## config.mk

```make
export PLATFORM = sky130hd
export DESIGN_NAME = proc_cfg_sequencer_flat
export DESIGN_NICKNAME = d
export VERILOG_FILES = /design/src/rtl/proc_cfg_sequencer_if.sv /design/src/rtl/proc_cfg_sequencer.sv /design/src/flat_wrapper.sv
export SDC_FILE = /design/constraint.sdc
export NUM_CORES = 1
export LEC_CHECK = 0
export BUFFER_PORTS_ARGS = -buffer_cell sky130_fd_sc_hd__buf_2
export CORE_UTILIZATION = 40
export CTS_BUF_LIST = sky130_fd_sc_hd__clkbuf_2 sky130_fd_sc_hd__clkbuf_4 sky130_fd_sc_hd__clkbuf_8
export DETAILED_ROUTE_END_ITERATION = 7
export PLACE_DENSITY = 0.77
export SYNTH_ARGS = -nofsm -noshare
export SYNTH_HDL_FRONTEND = slang
export SYNTH_SLANG_ARGS = --single-unit
```

## constraint.sdc

```tcl
create_clock -name clk -period 3.3 [get_ports clk]
set_input_delay 0.495 -clock clk [delete_from_list [all_inputs] [get_ports clk]]
set_output_delay 0.495 -clock clk [all_outputs]
set_load 0.005 [all_outputs]
```

## src/rtl/proc_cfg_sequencer_if.sv

```systemverilog
// Valid/ready byte-stream link used on both sides of the sequencer.
// The master drives valid/data; the slave drives ready.
interface proc_cfg_sequencer_if #(
    parameter int DW = 8
);
    logic          valid;
    logic [DW-1:0] data;
    logic          ready;

    modport master (
        output valid,
        output data,
        input  ready
    );

    modport slave (
        input  valid,
        input  data,
        output ready
    );
endinterface

```

## src/rtl/proc_cfg_sequencer.sv

```systemverilog
// Frame-boundary reconfiguration sequencer for the pixel processor register bus.
// Optional readback check enabled by defining PROC_CFG_VERIFY_EN.
module proc_cfg_sequencer #(
    parameter  int IMG_WIDTH  = 32,
    parameter  int IMG_HEIGHT = 32,
    localparam int FRAME_PIX  = IMG_WIDTH * IMG_HEIGHT,
    localparam int CW         = $clog2(FRAME_PIX)
) (
    input  logic                 clk,
    input  logic                 rst,
    input  logic                 cfg_req,
    input  logic [1:0]           cfg_mode,
    input  logic [71:0]          cfg_kernel,
    output logic                 cfg_busy,
    output logic                 cfg_done,
    output logic                 cfg_err,
    proc_cfg_sequencer_if.slave  s,
    proc_cfg_sequencer_if.master p,
    output logic                 reg_write_en,
    output logic [4:0]           reg_addr,
    output logic [7:0]           reg_wdata,
    input  logic [7:0]           reg_rdata,
    output logic [CW-1:0]        pix_cnt
);

    typedef enum logic [2:0] {
        S_IDLE   = 3'd0,
        S_PEND   = 3'd1,
        S_WRITE  = 3'd2,
`ifdef PROC_CFG_VERIFY_EN
        S_VERIFY = 3'd3,
`endif
        S_DONE   = 3'd4
    } state_t;

    state_t        r_state;
    logic [3:0]    r_idx;
    logic [1:0]    r_mode;
    logic [71:0]   r_kernel;
    logic [CW-1:0] r_cnt;
    logic          r_busy;
    logic          r_done;
    logic          r_we;
    logic [4:0]    r_addr;
    logic [7:0]    r_wdata;

    logic          w_bound;
    logic          w_gate;
    logic          w_sready;
    logic          w_beat;

    // idx 0..8 are kernel taps, 9 is the mode register, 10 the ID register
    function automatic logic [4:0] f_addr(input logic [3:0] idx);
        unique case (1'b1)
            (idx < 4'd9):  return 5'h04 + {1'b0, idx};
            (idx == 4'd9): return 5'h00;
            default:       return 5'h10;
        endcase
    endfunction

    function automatic logic [7:0] f_byte(
        input logic [3:0]  idx,
        input logic [71:0] k,
        input logic [1:0]  m
    );
        case (idx)
            4'd0:    return k[7:0];
            4'd1:    return k[15:8];
            4'd2:    return k[23:16];
            4'd3:    return k[31:24];
            4'd4:    return k[39:32];
            4'd5:    return k[47:40];
            4'd6:    return k[55:48];
            4'd7:    return k[63:56];
            4'd8:    return k[71:64];
            4'd9:    return {6'b0, m};
            4'd10:   return 8'hAA;
            default: return 8'h00;
        endcase
    endfunction

    assign w_bound = (r_cnt == '0);

    always_comb begin
        w_gate = 1'b0;
        case (r_state)
            S_IDLE:   w_gate = 1'b0;
            S_PEND:   w_gate = w_bound;
            S_WRITE:  w_gate = 1'b1;
`ifdef PROC_CFG_VERIFY_EN
            S_VERIFY: w_gate = 1'b1;
`endif
            S_DONE:   w_gate = 1'b1;
            default:  w_gate = 1'b0;
        endcase
    end

    assign w_sready = p.ready && !w_gate;
    assign w_beat   = s.valid && w_sready;

    assign s.ready  = w_sready;
    assign p.valid  = s.valid && !w_gate;
    assign p.data   = s.data;

    always_ff @(posedge clk or posedge rst) begin
        if (rst) begin
            r_cnt <= '0;
        end else if (w_beat) begin
            r_cnt <= (r_cnt == CW'(FRAME_PIX - 1)) ? '0 : r_cnt + 1'b1;
        end
    end

`ifdef PROC_CFG_VERIFY_EN
    logic r_err;
`endif

    always_ff @(posedge clk or posedge rst) begin
        if (rst) begin
            r_state  <= S_IDLE;
            r_idx    <= '0;
            r_mode   <= '0;
            r_kernel <= '0;
            r_busy   <= 1'b0;
            r_done   <= 1'b0;
            r_we     <= 1'b0;
            r_addr   <= '0;
            r_wdata  <= '0;
`ifdef PROC_CFG_VERIFY_EN
            r_err    <= 1'b0;
`endif
        end else begin
            case (r_state)
                S_IDLE: begin
                    r_done <= 1'b0;
                    if (cfg_req) begin
                        r_mode   <= cfg_mode;
                        r_kernel <= cfg_kernel;
                        r_busy   <= 1'b1;
                        r_state  <= S_PEND;
`ifdef PROC_CFG_VERIFY_EN
                        r_err    <= 1'b0;
`endif
                    end
                end
                S_PEND: begin
                    if (w_bound) begin
                        r_state <= S_WRITE;
                        r_idx   <= '0;
                        r_we    <= 1'b1;
                        r_addr  <= f_addr(4'd0);
                        r_wdata <= f_byte(4'd0, r_kernel, r_mode);
                    end
                end
                S_WRITE: begin
                    if (r_idx == 4'd9) begin
                        r_we    <= 1'b0;
                        r_idx   <= '0;
                        r_wdata <= '0;
`ifdef PROC_CFG_VERIFY_EN
                        r_state <= S_VERIFY;
                        r_addr  <= f_addr(4'd0);
`else
                        r_state <= S_DONE;
                        r_addr  <= '0;
                        r_done  <= 1'b1;
`endif
                    end else begin
                        r_idx   <= r_idx + 4'd1;
                        r_addr  <= f_addr(r_idx + 4'd1);
                        r_wdata <= f_byte(r_idx + 4'd1, r_kernel, r_mode);
                    end
                end
`ifdef PROC_CFG_VERIFY_EN
                S_VERIFY: begin
                    // reg_rdata is combinational on reg_addr, so compare this cycle
                    if (reg_rdata != f_byte(r_idx, r_kernel, r_mode)) begin
                        r_err <= 1'b1;
                    end
                    if (r_idx == 4'd10) begin
                        r_state <= S_DONE;
                        r_addr  <= '0;
                        r_done  <= 1'b1;
                    end else begin
                        r_idx  <= r_idx + 4'd1;
                        r_addr <= f_addr(r_idx + 4'd1);
                    end
                end
`endif
                S_DONE: begin
                    r_done  <= 1'b0;
                    r_busy  <= 1'b0;
                    r_state <= S_IDLE;
                end
                default: begin
                    r_state <= S_IDLE;
                end
            endcase
        end
    end

`ifdef PROC_CFG_VERIFY_EN
    assign cfg_err = r_err;
`else
    logic w_unused_rdata;
    assign w_unused_rdata = ^reg_rdata;
    assign cfg_err        = 1'b0;
`endif

    assign cfg_busy     = r_busy;
    assign cfg_done     = r_done;
    assign reg_write_en = r_we;
    assign reg_addr     = r_addr;
    assign reg_wdata    = r_wdata;
    assign pix_cnt      = r_cnt;

endmodule

```

## src/flat_wrapper.sv

```systemverilog
// flat-port wrapper written by rule: the top's interface ports become plain ports
module proc_cfg_sequencer_flat 
#(
    parameter  int IMG_WIDTH  = 32,
    parameter  int IMG_HEIGHT = 32,
    localparam int FRAME_PIX  = IMG_WIDTH * IMG_HEIGHT,
    localparam int CW         = $clog2(FRAME_PIX)
)
  (clk, rst, cfg_req, cfg_mode, cfg_kernel, cfg_busy, cfg_done, cfg_err, reg_write_en, reg_addr, reg_wdata, reg_rdata, pix_cnt, s_valid, s_data, s_ready, p_valid, p_data, p_ready);
  proc_cfg_sequencer_if s_i ();
  proc_cfg_sequencer_if p_i ();
  input  logic clk;
  input  logic rst;
  input  logic cfg_req;
  input  logic [1:0] cfg_mode;
  input  logic [71:0] cfg_kernel;
  output logic cfg_busy;
  output logic cfg_done;
  output logic cfg_err;
  output logic reg_write_en;
  output logic [4:0] reg_addr;
  output logic [7:0] reg_wdata;
  input  logic [7:0] reg_rdata;
  output logic [CW-1:0] pix_cnt;
  input wire logic [$bits(s_i.valid)-1:0] s_valid;
  input wire logic [$bits(s_i.data)-1:0] s_data;
  output wire logic [$bits(s_i.ready)-1:0] s_ready;
  output wire logic [$bits(p_i.valid)-1:0] p_valid;
  output wire logic [$bits(p_i.data)-1:0] p_data;
  input wire logic [$bits(p_i.ready)-1:0] p_ready;
  assign s_i.valid = s_valid;
  assign s_i.data = s_data;
  assign s_ready = s_i.ready;
  assign p_valid = p_i.valid;
  assign p_data = p_i.data;
  assign p_i.ready = p_ready;
  proc_cfg_sequencer #(.IMG_WIDTH(IMG_WIDTH), .IMG_HEIGHT(IMG_HEIGHT)) u_core (.clk(clk), .rst(rst), .cfg_req(cfg_req), .cfg_mode(cfg_mode), .cfg_kernel(cfg_kernel), .cfg_busy(cfg_busy), .cfg_done(cfg_done), .cfg_err(cfg_err), .s(s_i), .p(p_i), .reg_write_en(reg_write_en), .reg_addr(reg_addr), .reg_wdata(reg_wdata), .reg_rdata(reg_rdata), .pix_cnt(pix_cnt));
endmodule
```

==> impl_summary.txt <==
----------------------------------------------------
[Route]
  DRC violation count after routing ... 0
  DR iter-0 viols ... 393
  Routed Wire Length ... 12.2 mm
  Wirelength per Cell ... 17.8 um
  Total iterations of the first detailed-routing run ... 8
  Avg Vias per Cell ... 5.51
  Antenna Violating Nets Remaining ... 0
  Routed via count ... 3,770

[Hold path]
  Worst hold path type ... in2async

[Yosys]
  Post-synthesis sequential area ratio ... 0.524
  Primary FF master, synth ... dfrtp_1
  Synthesized net count ... 531
  Post-synthesis register bit count ... 107
  Mapped Area ... 5110 um^2
  Share of flip-flops with an asynchronous set or reset ... 1.00
  Synth warnings ... 0
  Post-synth EDFFs ... 0
  Mean instance size in the synthesized netlist ... 12.1 um^2
  Synthesized instance count ... 423
  Post-synthesis cell type count ... 45

[Cells and area]
  ANT cells ... 0
  Multi-input logic area ... 2210 um^2
  Final standard cell utilization of the core ... 0.486
  Layout-stage area growth over the synthesis result ... 16.2%
  Sequential Area ... 2680 um^2
  Fraction of final layout cells sized beyond drive strength 1 ... 0.411
  Final-stage net count ... 619
  Filler Cell Count ... 1,141

[Global routing]
  First-pass GRT wire length ... 19.6 mm
  Vias in the first global route ... 3,833
  Largest net degree at the start of global routing ... 108
  Number of antenna violations at the first check in global routing ... 0
  Final global-route overflow total ... 0
  Global-route usage over all layers ... 0.196

[CTS]
  Post-CTS setup buffer count ... 0
  Maximum count of clock buffers along a single path ... 2
  Root buffer selected by CTS ... clkbuf_8
  CTS tree ... done
  Count of hold buffers inserted by post-cts repair ... 0
  Total of cells resized after clock tree synthesis ... 0
  CTS clock-pin slew for the worst setup and hold paths ... 110 ps
  Sink Count ... 107
  Number of clock buffers inserted by TritonCTS ... 9
  Clock insertion delay at the later pin of the skew report ... 390 ps
  Htree depth ... 3

[Timing]
  Minimum period implied by the final worst setup slack ... 2830 ps
  Post-route clock skew ... 18.8 ps
  Final sum of negative setup slack ... 0 ps
  Hold Vio Cnt, Final ... 0
  Worst-case headroom to the max-slew limit ... 0.417
  Count of final max-slew check failures ... 0
  Transition time at the pin with the least slew margin ... 875 ps
  Final period util ... 0.858
  Setup repair after global routing missed its margin ... false
  Total of endpoints with negative setup slack in the final report ... 0
  Highest Clock Rate ... 353 MHz

[Critical path]
  Worst setup path category ... reg2reg
  Worst setup EP type ... flip-flop
  Arrival time worst endpoint ... 3110 ps
  Crit-path most repeated cell ... ha_1
  Critical path's top delay family ... compound AO/OA/AOI/OAI gates
  Startpoint Class ... flip-flop
  Worst path max stage delay ... 560 ps
  Count of cell instances traversed by the critical path ... 8
  Data required, critical path ... 3580 ps
  Ordered list of cells on the worst path ... ha_1, xnor2_1, inv_1, ha_1, a22o_1, a222oi_1, a21o_1, a21oi_1
  Critical-path top delay cell ... a222oi_1
  Sum of buffers and inverters on the critical path ... 1
  Register-to-Register Path Depth ... 8
  Largest fanout of any net on the critical path ... 11

[Run status]
  Result of the run ... finished clean

[Die]
  IO Pins ... 132
  Effective utilization at floorplan ... 0.418
  Die height ... 115 um
  Placeable core region ... 12,200 um^2
  Die area ... 13,200 um^2
  Number of cell rows ... 40
  Die extent in x ... 115 um

[Power]
  Maximum VDD drop ... 0.390 mV
  Leak pwr ... 0.00279 uW
  Power per cell area ... 605 nW/um^2

[Placement]
  Total half-perimeter wirelength after legalization and detailed placement ... 8.54 mm
  GPL Wtd Cong ... 0.820
  Count of buffers inserted at the top-level ports ... 106

[Run]
  Number of maximum-capacitance violations ... 0

----------------------------------------------------
==> registers in the layout, indices dropped and copies added (netlist names) <==
register,flops
u_core.reg_addr,5
u_core.cfg_done,1
u_core.r_kernel,72
u_core.r_idx,4
u_core.reg_wdata,8
u_core.reg_write_en,1
u_core.r_mode,2
u_core.cfg_busy,1
u_core.pix_cnt,10
u_core.r_state,3
==> stage by stage <==
stage / setup WS (ps) / hold slack [ps] / area [um^2] / power, uW / instances
6_report: 470 / 240 / 5940 / 3590 / 684
5_1_grt: 261 / 302 / 5940 / 3790 / 684
4_1_cts: 451 / 276 / 5940 / 3610 / 684
3_5_place_dp: 493 / 474 / 5730 / 2780 / 668
3_3_place_gp: 617 / 465 / 5730 / 2710 / 668
2_1_floorplan: 951 / 473 / 5110 / 2500 / 423
==> cell usage in the layout, fill, tap and decap left out, types with 5 or more instances in the layout <==
cell type	synthesis	final
a22oi_1	8	8
a21oi_1	13	13
nand2b_1	7	7
nor2_1	15	15
a222oi_1	10	10
a21o_1	11	11
dfrtp_1	107	107
nand2_1	25	25
xnor2_1	5	5
a22o_1	21	21
clkbuf_8	0	9
inv_1	10	9
mux2_2	74	74
and3_1	6	6
buf_2	6	106
nand3_1	8	8
ha_1	13	13
o21ai_0	19	19
==> routing by layer <==
layer	track usage	share of wire
met1	0.237	0.40
met3	0.0622	0.080
met4	0.0831	0.029
met2	0.325	0.49
met5	0	0
==> power breakdown <==
group	total (uW)	switching, uW	internal (uW)
Clock	846	484	362
Combinational	755	282	474
Sequential	1990	269	1720
Total	3590	1030	2560
==> area by class of cell <==
type | count | share of cell area
Multi-Input combinational cell | 272 | 0.372
Sequential cell | 107 | 0.451
Timing Repair Buffer | 111 | 0.0999
Inverter | 10 | 0.00695
Clock inverter | 7 | 0.0143
Clock buffer | 9 | 0.0209
Tap cell | 168 | 0.0354
==> cells in the mapped netlist, types with 3 or more instances <==
cell | number | area, um^2
nand2b_1 | 7 | 43.8
clkbuf_1 | 11 | 41.3
nand4_1 | 3 | 18.8
a22oi_1 | 8 | 60.1
a31o_2 | 3 | 26.3
mux2_2 | 74 | 833
a222oi_1 | 10 | 100
o31ai_1 | 3 | 22.5
dfrtp_1 | 107 | 2680
nor2_1 | 15 | 56.3
a31oi_1 | 3 | 18.8
inv_1 | 10 | 37.5
buf_2 | 6 | 30.0
ha_1 | 13 | 163
o21ai_0 | 19 | 95.1
buf_4 | 14 | 105
nand2_1 | 25 | 93.8
a21o_1 | 11 | 82.6
a22o_1 | 21 | 184
xnor2_1 | 5 | 43.8
a21oi_1 | 13 | 65.1
and3_1 | 6 | 37.5
nand3_1 | 8 | 40.0
==> worst min-delay path, cell delays in order <==
cell and delay [ps]:
buf_2 110, clkinvlp_4 70, buf_12 400
==> cell families (layout without fill, tap and decap cells) <==
kind of cell,Yosys count,after routing,share of synthesized area
muxes,74,74,0.163
other,1,1,0.000734
AOI/OAI and AO/OA,101,101,0.144
xor gates and xnor gates,7,7,0.0120
DFF,107,107,0.524
buffers and inverters,44,137,0.0456
and+or+nand+nor,76,76,0.0786
adders and majority gates,13,13,0.0318
==> worst paths after layout <==
kind / slack [ps] / startpoint / end
worst min-delay path: 240 / rst / u_core.pix_cnt[0]
worst max-delay path: 470 / u_core.r_idx[0] / u_core.reg_wdata[2]
worst min register to register: 490 / u_core.reg_addr[3] / u_core.reg_addr[3]
worst max register to register: 470 / u_core.r_idx[0] / u_core.reg_wdata[2]
max in group asynchronous: 2620 / rst / u_core.reg_addr[0]
min in group clk: 330 / cfg_kernel[32] / u_core.r_kernel[32]
Note: power is estimated with default switching activity, not from simulation.
